### src/rtl/muldiv_unit.sv
// Multi-cycle RV32M/RV64M multiply/divide unit with valid/ready on both sides.
// Multiply completes in MUL_LAT cycles; divide uses a restoring divider with a
// one-cycle special-case check, XLEN iterations and a final sign-fixup cycle.
module muldiv_unit #(
    parameter int unsigned XLEN    = 32,
    parameter int unsigned MUL_LAT = 2
) (
    input  logic            clk,
    input  logic            rst,
    input  logic            in_valid,
    output logic            in_ready,
    input  logic [2:0]      op,
    input  logic [XLEN-1:0] a,
    input  logic [XLEN-1:0] b,
    input  logic            flush,
    output logic            out_valid,
    input  logic            out_ready,
    output logic [XLEN-1:0] result,
    output logic            busy
);

    localparam int unsigned CW = $clog2(XLEN) + 1;
    localparam int unsigned PW = 2 * XLEN;

    typedef enum logic [2:0] {
        S_IDLE,
        S_MUL,
        S_DIV_INIT,
        S_DIV,
        S_DIV_SIGN,
        S_DONE
    } state_t;

    state_t          state;
    state_t          state_next;
    logic [2:0]      op_q;
    logic [XLEN-1:0] a_q;
    logic [XLEN-1:0] b_q;
    logic [CW-1:0]   cnt;
    logic [XLEN-1:0] rem_q;
    logic [XLEN-1:0] quo_q;
    logic [XLEN-1:0] dvs_q;

    logic            accept;
    logic            load_result;
    logic [XLEN-1:0] result_next;
    logic            cnt_clr;
    logic            cnt_inc;
    logic            div_load;
    logic            div_step;

    // Operand decode for both datapaths
    logic            div_signed;
    logic            a_neg;
    logic            b_neg;
    logic            div_zero;
    logic            div_ovf;
    logic [XLEN-1:0] mag_a;
    logic [XLEN-1:0] mag_b;
    logic            mul_a_signed;
    logic            mul_b_signed;
    logic [PW-1:0]   a_ext;
    logic [PW-1:0]   b_ext;
    logic [PW-1:0]   product;
    logic [XLEN-1:0] mul_res;
    logic [XLEN:0]   rem_sh;
    logic [XLEN:0]   diff;
    logic [XLEN-1:0] q_fin;
    logic [XLEN-1:0] r_fin;

    assign accept = in_valid && in_ready && !flush;

    // Operand classification, product and divider step logic
    always_comb begin
        div_signed   = !op_q[0];
        a_neg        = a_q[XLEN-1];
        b_neg        = b_q[XLEN-1];
        div_zero     = (b_q == '0);
        div_ovf      = div_signed && (a_q == {1'b1, {(XLEN-1){1'b0}}}) && (b_q == '1);
        mag_a        = (div_signed && a_neg) ? XLEN'(-a_q) : a_q;
        mag_b        = (div_signed && b_neg) ? XLEN'(-b_q) : b_q;
        mul_a_signed = op_q[0] ^ op_q[1];
        mul_b_signed = (op_q[1:0] == 2'b01);
        a_ext        = {{XLEN{mul_a_signed & a_q[XLEN-1]}}, a_q};
        b_ext        = {{XLEN{mul_b_signed & b_q[XLEN-1]}}, b_q};
        product      = PW'(a_ext * b_ext);
        mul_res      = (op_q[1:0] == 2'b00) ? product[XLEN-1:0] : product[PW-1:XLEN];
        rem_sh       = {rem_q, quo_q[XLEN-1]};
        diff         = rem_sh - {1'b0, dvs_q};
        q_fin        = (div_signed && (a_neg ^ b_neg)) ? XLEN'(-quo_q) : quo_q;
        r_fin        = (div_signed && a_neg) ? XLEN'(-rem_q) : rem_q;
    end

    // State register
    always_ff @(posedge clk or posedge rst) begin
        if (rst) begin
            state <= S_IDLE;
        end else begin
            state <= state_next;
        end
    end

    // Next-state and datapath control; flush overrides everything
    always_comb begin
        state_next  = state;
        load_result = 1'b0;
        result_next = '0;
        cnt_clr     = 1'b0;
        cnt_inc     = 1'b0;
        div_load    = 1'b0;
        div_step    = 1'b0;
        unique case (state)
            S_IDLE: begin
                cnt_clr = 1'b1;
                if (in_valid) begin
                    state_next = op[2] ? S_DIV_INIT : S_MUL;
                end
            end
            S_MUL: begin
                cnt_inc = 1'b1;
                if (cnt == CW'(MUL_LAT - 1)) begin
                    state_next  = S_DONE;
                    load_result = 1'b1;
                    result_next = mul_res;
                end
            end
            S_DIV_INIT: begin
                cnt_clr = 1'b1;
                if (div_zero) begin
                    state_next  = S_DONE;
                    load_result = 1'b1;
                    result_next = op_q[1] ? a_q : '1;
                end else if (div_ovf) begin
                    state_next  = S_DONE;
                    load_result = 1'b1;
                    result_next = op_q[1] ? '0 : a_q;
                end else begin
                    state_next = S_DIV;
                    div_load   = 1'b1;
                end
            end
            S_DIV: begin
                div_step = 1'b1;
                cnt_inc  = 1'b1;
                if (cnt == CW'(XLEN - 1)) begin
                    state_next = S_DIV_SIGN;
                end
            end
            S_DIV_SIGN: begin
                state_next  = S_DONE;
                load_result = 1'b1;
                result_next = op_q[1] ? r_fin : q_fin;
            end
            S_DONE: begin
                if (out_ready) begin
                    state_next = S_IDLE;
                end
            end
            default: begin
                state_next = S_IDLE;
            end
        endcase
        if (flush) begin
            state_next  = S_IDLE;
            load_result = 1'b0;
            div_load    = 1'b0;
            div_step    = 1'b0;
        end
    end

    // Registered handshake outputs derived from the next state
    always_ff @(posedge clk or posedge rst) begin
        if (rst) begin
            in_ready  <= 1'b1;
            out_valid <= 1'b0;
            busy      <= 1'b0;
        end else begin
            in_ready  <= (state_next == S_IDLE);
            out_valid <= (state_next == S_DONE);
            busy      <= (state_next != S_IDLE);
        end
    end

    // Operand capture, iteration counter, divider registers and result
    always_ff @(posedge clk or posedge rst) begin
        if (rst) begin
            op_q   <= '0;
            a_q    <= '0;
            b_q    <= '0;
            cnt    <= '0;
            rem_q  <= '0;
            quo_q  <= '0;
            dvs_q  <= '0;
            result <= '0;
        end else begin
            if (accept) begin
                op_q <= op;
                a_q  <= a;
                b_q  <= b;
            end
            if (cnt_clr) begin
                cnt <= '0;
            end else if (cnt_inc) begin
                cnt <= cnt + CW'(1);
            end
            if (div_load) begin
                rem_q <= '0;
                quo_q <= mag_a;
                dvs_q <= mag_b;
            end else if (div_step) begin
                rem_q <= diff[XLEN] ? rem_sh[XLEN-1:0] : diff[XLEN-1:0];
                quo_q <= {quo_q[XLEN-2:0], !diff[XLEN]};
            end
            if (load_result) begin
                result <= result_next;
            end
        end
    end

endmodule
### config.mk
export PLATFORM = sky130hd
export DESIGN_NAME = muldiv_unit
export DESIGN_NICKNAME = d
export VERILOG_FILES = /design/src/rtl/muldiv_unit.sv
export SDC_FILE = /design/constraint.sdc
export NUM_CORES = 2
export LEC_CHECK = 0
export BUFFER_PORTS_ARGS = -buffer_cell sky130_fd_sc_hd__buf_2
export CORE_ASPECT_RATIO = 1.75
export CORE_MARGIN = 2
export CORE_UTILIZATION = 45
export CTS_BUF_LIST = sky130_fd_sc_hd__clkbuf_4 sky130_fd_sc_hd__clkbuf_8
export CTS_CLUSTER_DIAMETER = 100
export DETAILED_ROUTE_END_ITERATION = 16
export GPL_TIMING_DRIVEN = 0
export SYNTH_ARGS = -nofsm -noshare
export SYNTH_HDL_FRONTEND = slang
export SYNTH_SLANG_ARGS = --single-unit
### constraint.sdc
create_clock -name clk -period 9.41 [get_ports clk]
set_input_delay 1.882 -clock clk [delete_from_list [all_inputs] [get_ports clk]]
set_output_delay 1.882 -clock clk [all_outputs]
set_load 0.01 [all_outputs]
# Word level (Yosys, flattened, before mapping)
# Cells that the tools add are included.
# word_totals
ff_bits	206
inputBits	72
output_inout_bits	35
elab_cells	94
# op_classes
add_sub_neg	6
n_mul	1
eq_ne	11
mux	41
n_bitwise	4
reduce_logical	19
# op_table
op	n
$mux W32	16
$neg A32 Y32	4
$pmux W32 S3	1
$eq A32 B32 Y1 const B	2
$mul A33 B33 Y64	1
$sub A33 B32 Y33	1
$logic_not A32 Y1	1
$mux W3	7
$pmux W3 S6	1
$mux W1	12
$mux W6	2
$eq A3 B3 Y1 const B	3
$logic_and A1 B1 Y1	7
$add A6 B1 Y6 const B	1
$eq A3 B2 Y1 const B	2
$eq A6 B1 Y1 const B	1
$eq A6 B5 Y1 const B	1
$logic_not A3 Y1	2
$reduce_bool A2 Y1	2
$reduce_or A2 Y1	2
$eq A3 B1 Y1 const B	1
$logic_not A1 Y1	3
$pmux W1 S3	1
$reduce_bool A3 Y1	1
other kinds (5)	7

# Longest topological paths before layout
# depth
depth_word	8
mapped_depth	33
mapped_depth_nobuf	31

# Worst setup path after synthesis
# Ideal clock, no wire load.
# synth_path
kind	register -> register
start	register op_q[1]
end	register result[29]
setup_time_ps	126
t_arrival_ps	8373
required_ps	9284
setup_slack_ps	911
stages_incl_launch_ff	30
n_path_buf	2
synth_period_minus_slack_ps	8499
path_cell_list	dfrtp_1 inv_1 clkbuf_1 ha_1 and2_1 nand2_1 inv_1 fa_1 inv_1 fa_1 inv_1 fa_1 fa_1 inv_1 fa_1 inv_1 fa_1 fa_1 fa_1 ha_1 clkbuf_1 nand4_1 or3_1 or4_1 o211ai_1 a21oi_1 o31ai_1 a31oi_1 a22o_1 o32a_1
# synth_via
elab_chain_cells	6
word_cells_on_any_way	14
classes_between	mul (1); eq/ne (1); mux (8); bitwise (3); reduce/logical (1)
# synth_rtl
element	line_no	text
start: declaration	36	logic [2:0] op_q;
start signal: assignment	197	op_q <= op;
$eq A2 B1 Y1 / $xor A1 B1 Y1 (equally long branches)	83, 82	
$and A1 B1 Y1 (on tied branches)	85, 84	
$mul A33 B33 Y64	86	product = PW'(a_ext * b_ext);
$mux W32	87	mul_res = (op_q[1:0] == 2'b00) ? product[XLEN-1:0] : product[PW-1:XLEN];
$mux W32	121	if (cnt == CW'(MUL_LAT - 1)) begin
$pmux W32 S3 *	112	unique case (state)
end signal: assignment	215	result <= result_next;
end: declaration	18	output logic [XLEN-1:0] result,
# Every way passes the cells marked *; elsewhere a longest branch is shown, timed or not.
# A chain may end at the register's enable or synchronous reset.

# Worst setup path in the final report
# layout_path
start	register a_q[30]
end	register result[30]
# layout_via
elab_chain_cells	7
word_cells_on_any_way	15
classes_between	mul (1); eq/ne (1); mux (11); reduce/logical (2)
# layout_rtl
element	line_no	text
start: declaration	37	logic [XLEN-1:0] a_q;
start signal: assignment	188	a_q <= '0;
start signal: assignment	198	a_q <= a;
parallel branches: the longest is 7 deep, another holds $mul A33 B33 Y64	-	
# Parallel ways; which one is timed is not known.

==> flow_metrics.env <==
export IMPL_crit_arrival_ns=9.93
export IMPL_seq_area_um2=5230
export IMPL_critPathMaxStageDelay_ns=0.77
export IMPL_worst_pin_slew_ns=1.21
export IMPL_slew_headroom=0.191
export IMPL_drv_slew=0
export IMPL_ys_ff_latch=206
export IMPL_yosys_top_cells_area="fa_1, dfrtp_1, inv_1"
export IMPL_setup_viol=0
export IMPL_overflow=0
export IMPL_synthArstFlopShare=1.00
export IMPL_cp_slowest_cell="fa_2"
export IMPL_grt_max_degree=113
export IMPL_clock_latency_ns=0.74
export IMPL_crit_type="flip-flop to flip-flop"
export IMPL_htree_levels=1
export IMPL_maxCapViolCount=0
export IMPL_area_growth_pct=7.08
export IMPL_timing_fmax_mhz=107
export IMPL_synth_cells=5880
export IMPL_grt_pass1_wl_mm=333
export IMPL_hold_path_class="flip-flop to flip-flop"
export IMPL_place_hpwl_mm=194
export IMPL_avgSynthCellArea_um2=8.80
export IMPL_timing_rr_end="result[30]"
export IMPL_ys_types=77
export IMPL_rows=164
export IMPL_syn_nets=7332
export IMPL_num_vias=43900
export IMPL_cpMostUsedCell="fa_1"
export IMPL_routedWlPerCell_um=31.5
export IMPL_multi_input_area_um2=40500
export IMPL_placed_cell_area_um2=54200
export IMPL_ant_nets=0
export IMPL_cts_hold_buf=0
export IMPL_yosys_warnings=0
export IMPL_core_area_um2=114000
export IMPL_fill_cells=11300
export IMPL_viasPerCell=5.82
export IMPL_pre_cts_ws_ns=-2.35
export IMPL_routabilityCongestion=1.11
export IMPL_synth_area_um2=51700
export IMPL_numCtsBuffers=29
export IMPL_worstPathRequired_ns=10.00
export IMPL_io_buffers=105
export IMPL_grtUsageTotal=0.412
export IMPL_synth_edf_count=0
export IMPL_drt_iter0_markers=3876
export IMPL_crit_path_end_kind="flip-flop"
export IMPL_yosys_area_top_type="fa_1"
export IMPL_synth_top_area_share=0.436
export IMPL_rr_startpoint="a_q[30]"
export IMPL_grt_pass1_vias=46800
export IMPL_critPathLaunch="a_q[30]"
export IMPL_die_x_um=260
export IMPL_cts_tree="done"
export IMPL_final_area_um2=55400
export IMPL_yosys_most_used_dff="dfrtp_1"
export IMPL_drive_above_1_share=0.0806
export IMPL_wl_mm=237
export IMPL_outcome="completed"
export IMPL_layout_nets=7433
export IMPL_ios=107
export IMPL_cts_buffer_depth=3
export IMPL_cts_root_buffer="clkbuf_8"
export IMPL_antenna_found_initial=57
export IMPL_fin_skew_ns=0.0755
export IMPL_endpoint="result[30]"
export IMPL_finalCritPeriodShare=0.993
export IMPL_synth_seq_area_share=0.0997
export IMPL_drt_first_pass_iters=7
export IMPL_die_area_um2=118000
export IMPL_min_period_ns=9.34
export IMPL_hold_slack_ns=0.484
export IMPL_finalHoldViolCount=0
export IMPL_start_util=0.453
export IMPL_path_clk_slew_ns=0.08
export IMPL_crit_fanout=10
export IMPL_start_kind="flip-flop"
export IMPL_rrSetupSlack_ns=0.07
export IMPL_die_h_um=453
export IMPL_setup_ws_ns=0.0693
export IMPL_drc=0
export IMPL_cts_sinks=206
export IMPL_rr_worst_depth=25
## through the flow
stage	setup TNS, ns	util	cells
floorplan	0	-	5880
global placement	-181.07	0.474	7479
detailed placement	-31.43	0.475	7482
CTS	0	0.483	7489
global route	-0.00158	0.485	7523
finish	0	0.486	7539
## cells in the final DEF (no fill, tap or decap), types with 109 or more instances in the layout
| cell type | instances |
|---|---|
| a21oi_1 | 168 |
| and2_1 | 275 |
| buf_2 | 134 |
| clkbuf_1 | 145 |
| dfrtp_1 | 158 |
| fa_1 | 1119 |
| ha_1 | 252 |
| inv_1 | 1251 |
| nand2_1 | 961 |
| nor2_1 | 209 |
| o21ai_0 | 182 |
| xnor2_1 | 109 |
## state kept, by name, indices dropped and copies added, names as in the netlist
name       cells
a_q           32
b_q           32
dvs_q         32
quo_q         32
rem_q         32
result        32
cnt            6
state          3
op_q           2
busy           1
in_ready       1
out_valid      1
## layout make-up
class,instances,area share
Inverter,1260,0.0859
Antenna cell,43,0.00194
Multi-Input combinational cell,4040,0.731
Clock buffer,41,0.00962
Timing Repair Buffer,127,0.0132
Clock inverter,11,0.00300
Buffer,317,0.0270
Sequential cell,206,0.0944
Tap cell,1494,0.0337
## worst min-delay path by stage
stage               from         to  cells after the start
6_report       dvs_q[25]  dvs_q[25]                      2
4_1_cts        dvs_q[25]  dvs_q[25]                      2
3_5_place_dp   dvs_q[25]  dvs_q[25]                      2
2_1_floorplan  dvs_q[10]  dvs_q[10]                      2
5_1_grt        dvs_q[25]  dvs_q[25]                      2
3_3_place_gp   dvs_q[25]  dvs_q[25]                      2
## logic make-up (layout without fill, tap and decap cells)
logic type	Yosys count	in the layout	share of synthesized area
other	0	43	0
muxes	97	97	0.0204
buffers and inverters	1634	1756	0.119
adders and majority gates	1380	1380	0.497
and+or+nand+nor	1710	1710	0.149
DFF	206	206	0.0997
AOI/OAI and AO/OA	642	642	0.0785
xor gates and xnor gates	211	211	0.0357
## per-layer routing
metal,part of all wire,GRT usage,vias to the layer above
met5,0.00052,0,-
met4,0.14,0.432,18
met3,0.081,0.103,1143
met2,0.49,0.697,2423
met1,0.29,0.391,22300
li1,-,-,18000
## Yosys cell counts, drive strengths merged, types with 3 or more instances
cell	number
nand3b	3
o41ai	15
fa	1126
a221o	11
nor4	22
o41a	3
xor2	102
nand4	25
nor2b	11
a21oi	170
and2	277
or2	14
o31a	3
clkbuf	285
ha	254
a211oi	13
mux2	66
o22ai	4
nand2b	19
nand3	52
nor2	210
nand2	962
o211ai	24
mux2i	31
inv	1260
a221oi	6
o21ai	185
xnor2	109
nor3	36
a21o	44
or3	27
o31ai	26
o21bai	25
a31oi	32
o21a	19
buf	89
dfrtp	205
or4	16
a22oi	11
o221ai	23
and3	28
o2111ai	5
## worst max-delay path, delay by kind of cell, from the launching register on
family / cells / cell delay [ns]
compound gates: 6 / 1.60
xor+xnor: 1 / 0.13
fa+ha+maj: 9 / 4.82
buf+inv: 4 / 0.88
flops: 1 / 0.59
simple gates: 5 / 1.18
## timing repair
| item | 4_1_cts | 5_1_grt |
|---|---|---|
| setup buffers | 9 | 9 |
| setup endpoints to repair | 30 | 13 |
| pin swaps | 2 | 4 |
| resized for setup | 174 | 134 |
Power is left out: the tool's default activity adds up to more than one toggle a clock period on the data nets, which glitch-free logic cannot reach.
